[src/rtl/wb_macro_decoder.sv]
// Wishbone address decoder and response mux between the management wishbone and
// NUM_SLV user macros; every access completes, with ERR_DATA on miss or timeout.
module wb_macro_decoder #(
  parameter int          NUM_SLV   = 4,
  parameter logic [31:0] BASE_ADDR = 32'h3000_0000,
  parameter int          SLV_SHIFT = 16,
  parameter int          TIMEOUT   = 255,
  parameter logic [31:0] ERR_DATA  = 32'hDEAD_BEEF
) (
  input  logic                    wb_clk_i,
  input  logic                    wb_rst_i,
  input  logic                    wbs_cyc_i,
  input  logic                    wbs_stb_i,
  input  logic                    wbs_we_i,
  input  logic [3:0]              wbs_sel_i,
  input  logic [31:0]             wbs_adr_i,
  input  logic [31:0]             wbs_dat_i,
  output logic                    wbs_ack_o,
  output logic [31:0]             wbs_dat_o,
  input  logic [NUM_SLV-1:0]      active_i,
  output logic [NUM_SLV-1:0]      m_cyc_o,
  output logic [NUM_SLV-1:0]      m_stb_o,
  output logic                    m_we_o,
  output logic [3:0]              m_sel_o,
  output logic [31:0]             m_adr_o,
  output logic [31:0]             m_dat_o,
  input  logic [NUM_SLV-1:0]      m_ack_i,
  input  logic [32*NUM_SLV-1:0]   m_dat_i,
  output logic                    timeout_o
);

  localparam int IDX_W  = (NUM_SLV > 1) ? $clog2(NUM_SLV) : 1;
  localparam int HI_LSB = SLV_SHIFT + IDX_W;

  typedef enum logic [1:0] {IDLE, REQ, RESP} state_t;

  state_t             state;
  logic [IDX_W-1:0]   idx_q;
  logic [9:0]         cnt;
  logic [31:0]        rdata_q;

  logic [IDX_W-1:0]   dec_idx;
  logic               dec_hit;
  logic [NUM_SLV-1:0] dec_onehot;
  logic               slv_ack;
  logic [31:0]        slv_dat;

  assign dec_idx = wbs_adr_i[SLV_SHIFT +: IDX_W];

  // Slot comparisons are done by loop so an out-of-range index simply matches nothing.
  always_comb begin
    // NOTE: every always_comb output gets a default first so no path infers a latch.
    dec_hit    = 1'b0;
    dec_onehot = '0;
    slv_ack    = 1'b0;
    slv_dat    = '0;
    for (int i = 0; i < NUM_SLV; i++) begin
      if ((wbs_adr_i >> HI_LSB) == (BASE_ADDR >> HI_LSB) && dec_idx == IDX_W'(i)) begin
        dec_hit       = active_i[i];
        dec_onehot[i] = 1'b1;
      end
      if (idx_q == IDX_W'(i)) begin
        slv_ack = m_ack_i[i];
        slv_dat = m_dat_i[32*i +: 32];
      end
    end
  end

  always_ff @(posedge wb_clk_i or posedge wb_rst_i) begin
    if (wb_rst_i) begin
      state     <= IDLE;
      idx_q     <= '0;
      cnt       <= '0;
      rdata_q   <= '0;
      wbs_ack_o <= 1'b0;
      wbs_dat_o <= '0;
      m_cyc_o   <= '0;
      m_stb_o   <= '0;
      m_we_o    <= 1'b0;
      m_sel_o   <= '0;
      m_adr_o   <= '0;
      m_dat_o   <= '0;
      timeout_o <= 1'b0;
    end else begin
      // NOTE: non-blocking assignments so every register samples pre-edge values.
      wbs_ack_o <= 1'b0;
      wbs_dat_o <= '0;
      case (state)
        IDLE: begin
          if (wbs_cyc_i && wbs_stb_i) begin
            if (dec_hit) begin
              idx_q   <= dec_idx;
              m_adr_o <= wbs_adr_i;
              m_dat_o <= wbs_dat_i;
              m_we_o  <= wbs_we_i;
              m_sel_o <= wbs_sel_i;
              m_cyc_o <= dec_onehot;
              m_stb_o <= dec_onehot;
              cnt     <= '0;
              state   <= REQ;
            end else begin
              rdata_q <= ERR_DATA;
              state   <= RESP;
            end
          end
        end
        REQ: begin
          if (!wbs_cyc_i) begin
            m_cyc_o <= '0;
            m_stb_o <= '0;
            state   <= IDLE;
          end else if (slv_ack) begin
            rdata_q <= slv_dat;
            m_cyc_o <= '0;
            m_stb_o <= '0;
            state   <= RESP;
          end else if (cnt == 10'(TIMEOUT)) begin
            rdata_q   <= ERR_DATA;
            timeout_o <= 1'b1;
            m_cyc_o   <= '0;
            m_stb_o   <= '0;
            state     <= RESP;
          end else begin
            cnt <= cnt + 10'd1;
          end
        end
        RESP: begin
          wbs_ack_o <= 1'b1;
          wbs_dat_o <= rdata_q;
          state     <= IDLE;
        end
        default: state <= IDLE;
      endcase
    end
  end

endmodule
[config.mk]
export PLATFORM = sky130hd
export DESIGN_NAME = wb_macro_decoder
export DESIGN_NICKNAME = d
export VERILOG_FILES = /design/src/rtl/wb_macro_decoder.sv
export SDC_FILE = /design/constraint.sdc
export NUM_CORES = 1
export LEC_CHECK = 0
export CORE_MARGIN = 3
export CORE_UTILIZATION = 35
export DETAILED_ROUTE_END_ITERATION = 8
export PLACE_DENSITY = 0.76
export SYNTH_ARGS = -nofsm -noshare
export SYNTH_HDL_FRONTEND = slang
export SYNTH_SLANG_ARGS = --single-unit
[constraint.sdc]
create_clock -name wb_clk_i -period 4.6 [get_ports wb_clk_i]
set_clock_uncertainty 0.2 [all_clocks]
set_input_delay 0.46 -clock wb_clk_i [delete_from_list [all_inputs] [get_ports wb_clk_i]]
set_output_delay 0.46 -clock wb_clk_i [all_outputs]
set_load 0.05 [all_outputs]
==> run_results.csv, run 1 <==
group,metric,value,unit
status,status,"finished clean",
synth,yosys.area.top_type,"dfrtp_1",
power,total_power,3.06,mW
worst_setup_path,worstPathRequired,3.94,ns
drt,wire_per_inst,16.4,um
synth,ys_types,37,
synth,synth_area_leaders,"dfrtp_1 (56%), mux2_2 (11%), mux4_2 (10%), mux2i_1 (3.7%), and2_1 (3.1%)",
finish,synthToLayoutAreaGrowth,60.0,%
drt,drcViolationCount,0,
clock_tree,htreeDepth,4,
place,io_buffers,319,
die,die_w,144,um
power,powerDensity,286,mW/mm^2
worst_setup_path,crit_arrival,2.22,ns
synth,synth_nets,699,
worst_setup_path,setup.worst_path.start_class,"flop",
worst_setup_path,cp_num_buf_inv,2,
synth,ys_seq_area_frac,0.565,
drt,dr.pass1.iters,4,
sta,slew_headroom,0.294,
worst_setup_path,crit_family,"buffers and inverters",
finish,nets,1011,
global_route,grt_pass1_vias,5222,
drt,vias_per_cell,4.78,
clock_tree,root_buffer,"clkbuf_16",
die,start_util,0.364,
global_route,grt_pass1_wl,26400,um
global_route,overflow,0,
synth,synth_top_area_share,0.565,
place,gp_congestion,0.774,
die,die_area,0.0208,mm^2
finish,diodes,0,
clock_tree,cts_tree,"done",
job,maxCapViolations,0,
global_route,track_usage,0.164,
die,rows,49,
global_route,antenna_found_initial,0,
sta,final.min_clock_period,2.88,ns
die,die_h,144,um
finish,layout-drive-gt1-share,0.171,
die,ios,320,
power,p_leak,4.72,nW
synth,yosysWarningCount,0,
worst_setup_path,cp_slowest_stage_delay,0.92,ns
drt,final_antenna_net_count,0,
sta,tns,0,ns
worst_setup_path,crit_path_cell_trace,"buf_4 > clkdlybuf4s50_1",
synth,ys_ff_latch,151,
sta,slew_viol_final,0,
worst_setup_path,crit_type,"reg2out",
worst_setup_path,critPathCaptureType,"output port",
clock_tree,cts.path.max_buffers,2,
clock_tree,cts_hold_buf,0,
clock_tree,cts_setup_buffers,0,
drt,drtIter0Drc,172,
synth,syn_area,0.00669,mm^2
synth,syn_inst,489,
sta,clock.fmax,0.347,GHz
clock_tree,clk_pin_slew,0.06,ns
die,core_area,0.0184,mm^2
worst_setup_path,slowest_stage,"clkdlybuf4s50_1",
sta,hold_viol,0,
place,dp_hpwl,13300,um
power,ir_drop,0.000212,V
min_path,min-delay-path-class,"reg2reg",
sta,timing.final.crit_share,0.627,
clock_tree,clkLatencyLatePin,0.40,ns
sta,setup_violations,0,
global_route,grt_start_max_net_pins,72,
drt,via_count,4978,
synth,synth.avg_cell_area,13.7,um^2
sta,tightest_slew,1.05,ns
drt,totalWireLength,17100,um
worst_setup_path,crit_path_max_fanout,34,
sta,grt_setup_unrepaired,"no",
clock_tree,numCtsBuffers,17,
clock_tree,cts_resized,0,
clock_tree,clock-sinks,151,
registers in the layout (all words and copies together), names as in the netlist:
signal and flops:
m_adr_o 32, m_dat_o 32, rdata_q 32, wbs_dat_o 32, cnt 10, m_sel_o 4
m_stb_o 4, state 2, m_we_o 1, timeout_o 1, wbs_ack_o 1
per-layer routing:
metal	part of all wire	wire length, um	GRT usage	up-vias
li1	-	-	-	2323
met1	0.40	6780	0.196	2430
met2	0.51	8740	0.287	212
met3	0.080	1370	0.0503	13
met4	0.011	195	0.0461	0
met5	0	0	0	-
worst reg2reg max path: cells and delay by family (launching register included):
family	cells	cell delay [ns]
compound gates	2	0.62
buf+inv	1	0.39
flops	1	0.41
mux	2	0.71
simple gates	1	0.18
report_power, final:
part           internal, mW  leakage, nW  switching, mW
clock network         0.867        0.284          0.513
logic                 0.210         2.48          0.128
registers              1.34         1.96        0.00358
total                  2.42         4.72          0.645
cell usage after synthesis:
cell type / number
nor4bb_1: 2
nor2b_1: 15
a21oi_1: 2
dfrtp_1: 151
buf_6: 3
buf_2: 12
nor4b_1: 2
or2_1: 1
mux2_1: 4
nand3b_1: 1
clkbuf_1: 16
a211oi_1: 2
nor4_1: 3
a2111oi_2: 1
o21ai_0: 3
nor2_1: 36
and3_1: 10
nand4_1: 3
ha_1: 1
mux2_2: 63
o21ba_2: 1
nor3_1: 8
a41o_1: 1
xnor2_1: 7
o21ai_1: 1
or2_2: 2
nand2_1: 7
a21o_1: 1
or3_1: 1
mux2i_1: 25
o22ai_1: 1
mux4_2: 30
inv_1: 28
buf_4: 4
nand3_1: 5
and2_1: 33
mux4_1: 3
path summary, 6_finish.rpt:
kind | startpoint | endpoint | slack, ns | cells after the start
min in group asynchronous | wb_rst_i | m_adr_o[8] | 0.44 | 2
max in group asynchronous | wb_rst_i | state[1] | 2.86 | 3
hold reg to reg | timeout_o | timeout_o | 0.26 | 1
hold / removal | timeout_o | timeout_o | 0.26 | 1
setup / recovery | m_adr_o[16] | m_adr_o[16] | 1.72 | 2
setup reg to reg | m_adr_o[16] | rdata_q[6] | 2.01 | 6
through the flow:
| stage | utilization | hold slack, ns | setup WS, ns | cells | cell area, um^2 |
|---|---|---|---|---|---|
| finish | 0.582 | 0.261 | 1.72 | 1042 | 10700 |
| global route | 0.582 | 0.289 | 1.55 | 1042 | 10700 |
| CTS | 0.582 | 0.266 | 1.65 | 1042 | 10700 |
| detailed placement | 0.550 | 0.253 | 1.31 | 1011 | 10100 |
| global placement | 0.550 | 0.245 | 1.37 | 1011 | 10100 |
| floorplan | - | 0.249 | 1.84 | 489 | 6700 |
final cells by class:
class,instances,area [um^2]
multi-input cells,275,2650
repair buffers,328,3290
well taps,229,287
fillers,1503,7690
clock buffers,24,502
flip-flops and latches,151,3780
inverters,28,109
clock inverters,7,92.6
logic make-up after synthesis:
family | count (synthesis) | share of synthesized area
flip-flops | 151 | 0.565
AND/OR/NAND/NOR | 129 | 0.104
multiplexers | 125 | 0.263
buffers and inverters | 63 | 0.0432
AO/OA/AOI/OAI | 13 | 0.0140
XOR/XNOR | 7 | 0.00916
adder cells (fa/ha/maj) | 1 | 0.00187
layout by cell type, fill, tap and decap left out, drive strengths merged, types with 2 or more instances in the layout:
cell | Yosys | final
a211oi | 2 | 2
clkinvlp | 0 | 4
inv | 28 | 27
dfrtp | 151 | 151
or2 | 3 | 3
nor4bb | 2 | 2
a21oi | 2 | 2
nor4 | 3 | 3
mux2i | 25 | 25
mux4 | 33 | 33
nor3 | 8 | 8
nand3 | 5 | 5
and2 | 33 | 33
nand4 | 3 | 3
nand2 | 7 | 7
xnor2 | 7 | 7
mux2 | 67 | 67
clkdlybuf4s50 | 0 | 319
nor4b | 2 | 2
o21ai | 4 | 4
nor2b | 15 | 15
bufinv | 0 | 2
and3 | 10 | 10
buf | 19 | 9
clkinv | 0 | 2
clkbuf | 16 | 24
nor2 | 36 | 36
Note: power is estimated with default switching activity, not from simulation.
==> inputs of run 2 (changes only) <==
--- a/config.mk
+++ b/config.mk
@@ -8,7 +8,7 @@
 export CORE_MARGIN = 3
 export CORE_UTILIZATION = 35
 export DETAILED_ROUTE_END_ITERATION = 8
-export PLACE_DENSITY = 0.76
+export PLACE_DENSITY = 0.73
 export SYNTH_ARGS = -nofsm -noshare
 export SYNTH_HDL_FRONTEND = slang
 export SYNTH_SLANG_ARGS = --single-unit
==> constraint.sdc (replaced) <==
create_clock -name wb_clk_i -period 2.9 [get_ports wb_clk_i]
set_clock_uncertainty 0.2 [all_clocks]
set_input_delay 0.29 -clock wb_clk_i [delete_from_list [all_inputs] [get_ports wb_clk_i]]
set_output_delay 0.29 -clock wb_clk_i [all_outputs]
set_load 0.05 [all_outputs]
==> run 2 against run 1 <==
Sequential share of layout area decreased by 0.13 points. Worst hold slack worse by 0.0037 ns. Sequential cell count unchanged. Via count is 1.9% higher. Clock-buffer cell count is 5 lower. Final cell count grew 0.58%. Wire length grew 11%. Utilization rose by 0.21 points. Critical path type unchanged. Largest power group unchanged. Highest routed layer unchanged.
==> run_results.csv, run 2 (synthesis results as in run 1) <==
group,metric,value,unit
status,status,"finished clean",
drt,drcViolationCount,0,
clock_tree,clkLatencyLatePin,0.42,ns
finish,final_common_cell,"clkdlybuf4s50_1",
die,die_w,144,um
clock_tree,cts_setup_buffers,0,
die,start_util,0.364,
die,die_area,0.0208,mm^2
clock_tree,cts.path.max_buffers,2,
job,maxCapViolations,0,
sta,tightest_slew,0.797,ns
sta,grt_setup_unrepaired,"no",
clock_tree,root_buffer,"clkbuf_16",
clock_tree,clock-sinks,151,
die,rows,49,
clock_tree,clk_pin_slew,0.06,ns
worst_setup_path,crit_path_max_fanout,34,
worst_setup_path,crit_arrival,2.23,ns
finish,synthToLayoutAreaGrowth,60.6,%
global_route,track_usage,0.182,
die,core_area,0.0184,mm^2
sta,setup_slack,0.177,ns
global_route,grt_pass1_vias,5577,
sta,hold_viol,0,
sta,setup_violations,0,
drt,vias_per_cell,4.84,
clock_tree,cts_hold_buf,0,
place,place_ws,0.101,ns
finish,layout.cells.most_common_list,"clkdlybuf4s50_1 (318), dfrtp_1 (150), mux2_2 (63)",
worst_setup_path,setup.worst_path.start_class,"flop",
sta,clock.fmax,0.367,GHz
drt,wire_per_inst,18.1,um
worst_setup_path,worstPathRequired,2.41,ns
finish,nets,1016,
worst_setup_path,critPathCaptureType,"output port",
global_route,overflow,0,
place,io_buffers,319,
sta,slew_viol_final,0,
sta,timing.final.crit_share,0.939,
drt,dr.pass1.iters,6,
min_path,min-delay-path-class,"in2async",
die,ios,320,
clock_tree,htreeDepth,4,
place,gp_congestion,0.772,
sta,final.min_clock_period,2.72,ns
drt,final_antenna_net_count,0,
power,powerDensity,455,mW/mm^2
global_route,antenna_found_initial,0,
place,dp_hpwl,14600,um
drt,via_count,5071,
clock_tree,cts_tree,"done",
drt,totalWireLength,19000,um
drt,drtIter0Drc,168,
worst_setup_path,crit_type,"reg2out",
clock_tree,cts_resized,0,
finish,layout-drive-gt1-share,0.181,
power,ir_drop,0.000327,V
power,p_leak,4.74,nW
sta,tns,0,ns
global_route,grt_pass1_wl,29100,um
finish,diodes,0,
sta,slew_headroom,0.469,
die,die_h,144,um
clock_tree,numCtsBuffers,17,
global_route,grt_start_max_net_pins,152,
-- run 2: cell types whose count changed in the layout (fill, tap and decap cells not counted) --
cell             delta
buf_4               +6
clkbuf_1            -2
clkbuf_8            -3
clkdlybuf4s50_1     -1
clkinv_2            -1
clkinv_4            +1
clkinvlp_4          +3
inv_6               +3
-- run 2: cell type report --
cell class / instances / area [um^2]
Fill cell: 1473 / 7650
Sequential cell: 151 / 3780
Timing Repair Buffer: 333 / 3320
Multi-Input combinational cell: 275 / 2650
Clock buffer: 19 / 453
Tap cell: 229 / 287
Clock inverter: 13 / 145
Inverter: 28 / 109
-- run 2: final timing paths --
check / startpoint / endpoint / slack (ns) / cells past startpoint
worst max-delay path: m_adr_o[16] / m_adr_o[16] / 0.18 / 2
worst min-delay path: wb_rst_i / m_dat_o[20] / 0.26 / 3
worst max register to register: m_adr_o[16] / cnt[9] / 0.51 / 5
worst min register to register: m_adr_o[28] / m_adr_o[28] / 0.27 / 1
max in group asynchronous: wb_rst_i / m_adr_o[16] / 1.61 / 3
min in group wb_clk_i: wbs_dat_i[2] / m_dat_o[2] / 0.27 / 2
-- run 2: power breakdown --
group | switching (mW) | internal [mW]
Combinational | 0.212 | 0.336
Sequential | 0.00621 | 2.13
Clock | 0.890 | 1.32
-- run 2: critical path, stage by stage, from the launching register on --
cell and delay [ns]:
dfrtp_2 0.37, buf_4 0.49, clkdlybuf4s50_1 0.92
-- run 2: metal layers --
metal | wire length (um) | global-route usage | vias up | part of all wire
met4 | 385 | 0.0663 | 0 | 0.020
met5 | 0 | 0 | - | 0
li1 | - | - | 2325 | -
met1 | 7280 | 0.214 | 2504 | 0.38
met2 | 9990 | 0.324 | 220 | 0.53
met3 | 1360 | 0.0443 | 22 | 0.072
-- run 2: stage by stage --
stage / instances / util / hold slack [ns] / area (um^2) / power, mW
final: 1048 / 0.584 / 0.257 / 10700 / 4.89
after global routing: 1048 / 0.584 / 0.266 / 10700 / 5.07
after CTS: 1048 / 0.584 / 0.252 / 10700 / 4.96
after detailed placement: 1016 / 0.552 / 0.258 / 10100 / 2.72
after global placement: 1016 / 0.552 / 0.251 / 10100 / 2.72
after floorplan: 489 / - / 0.225 / 6700 / 2.36
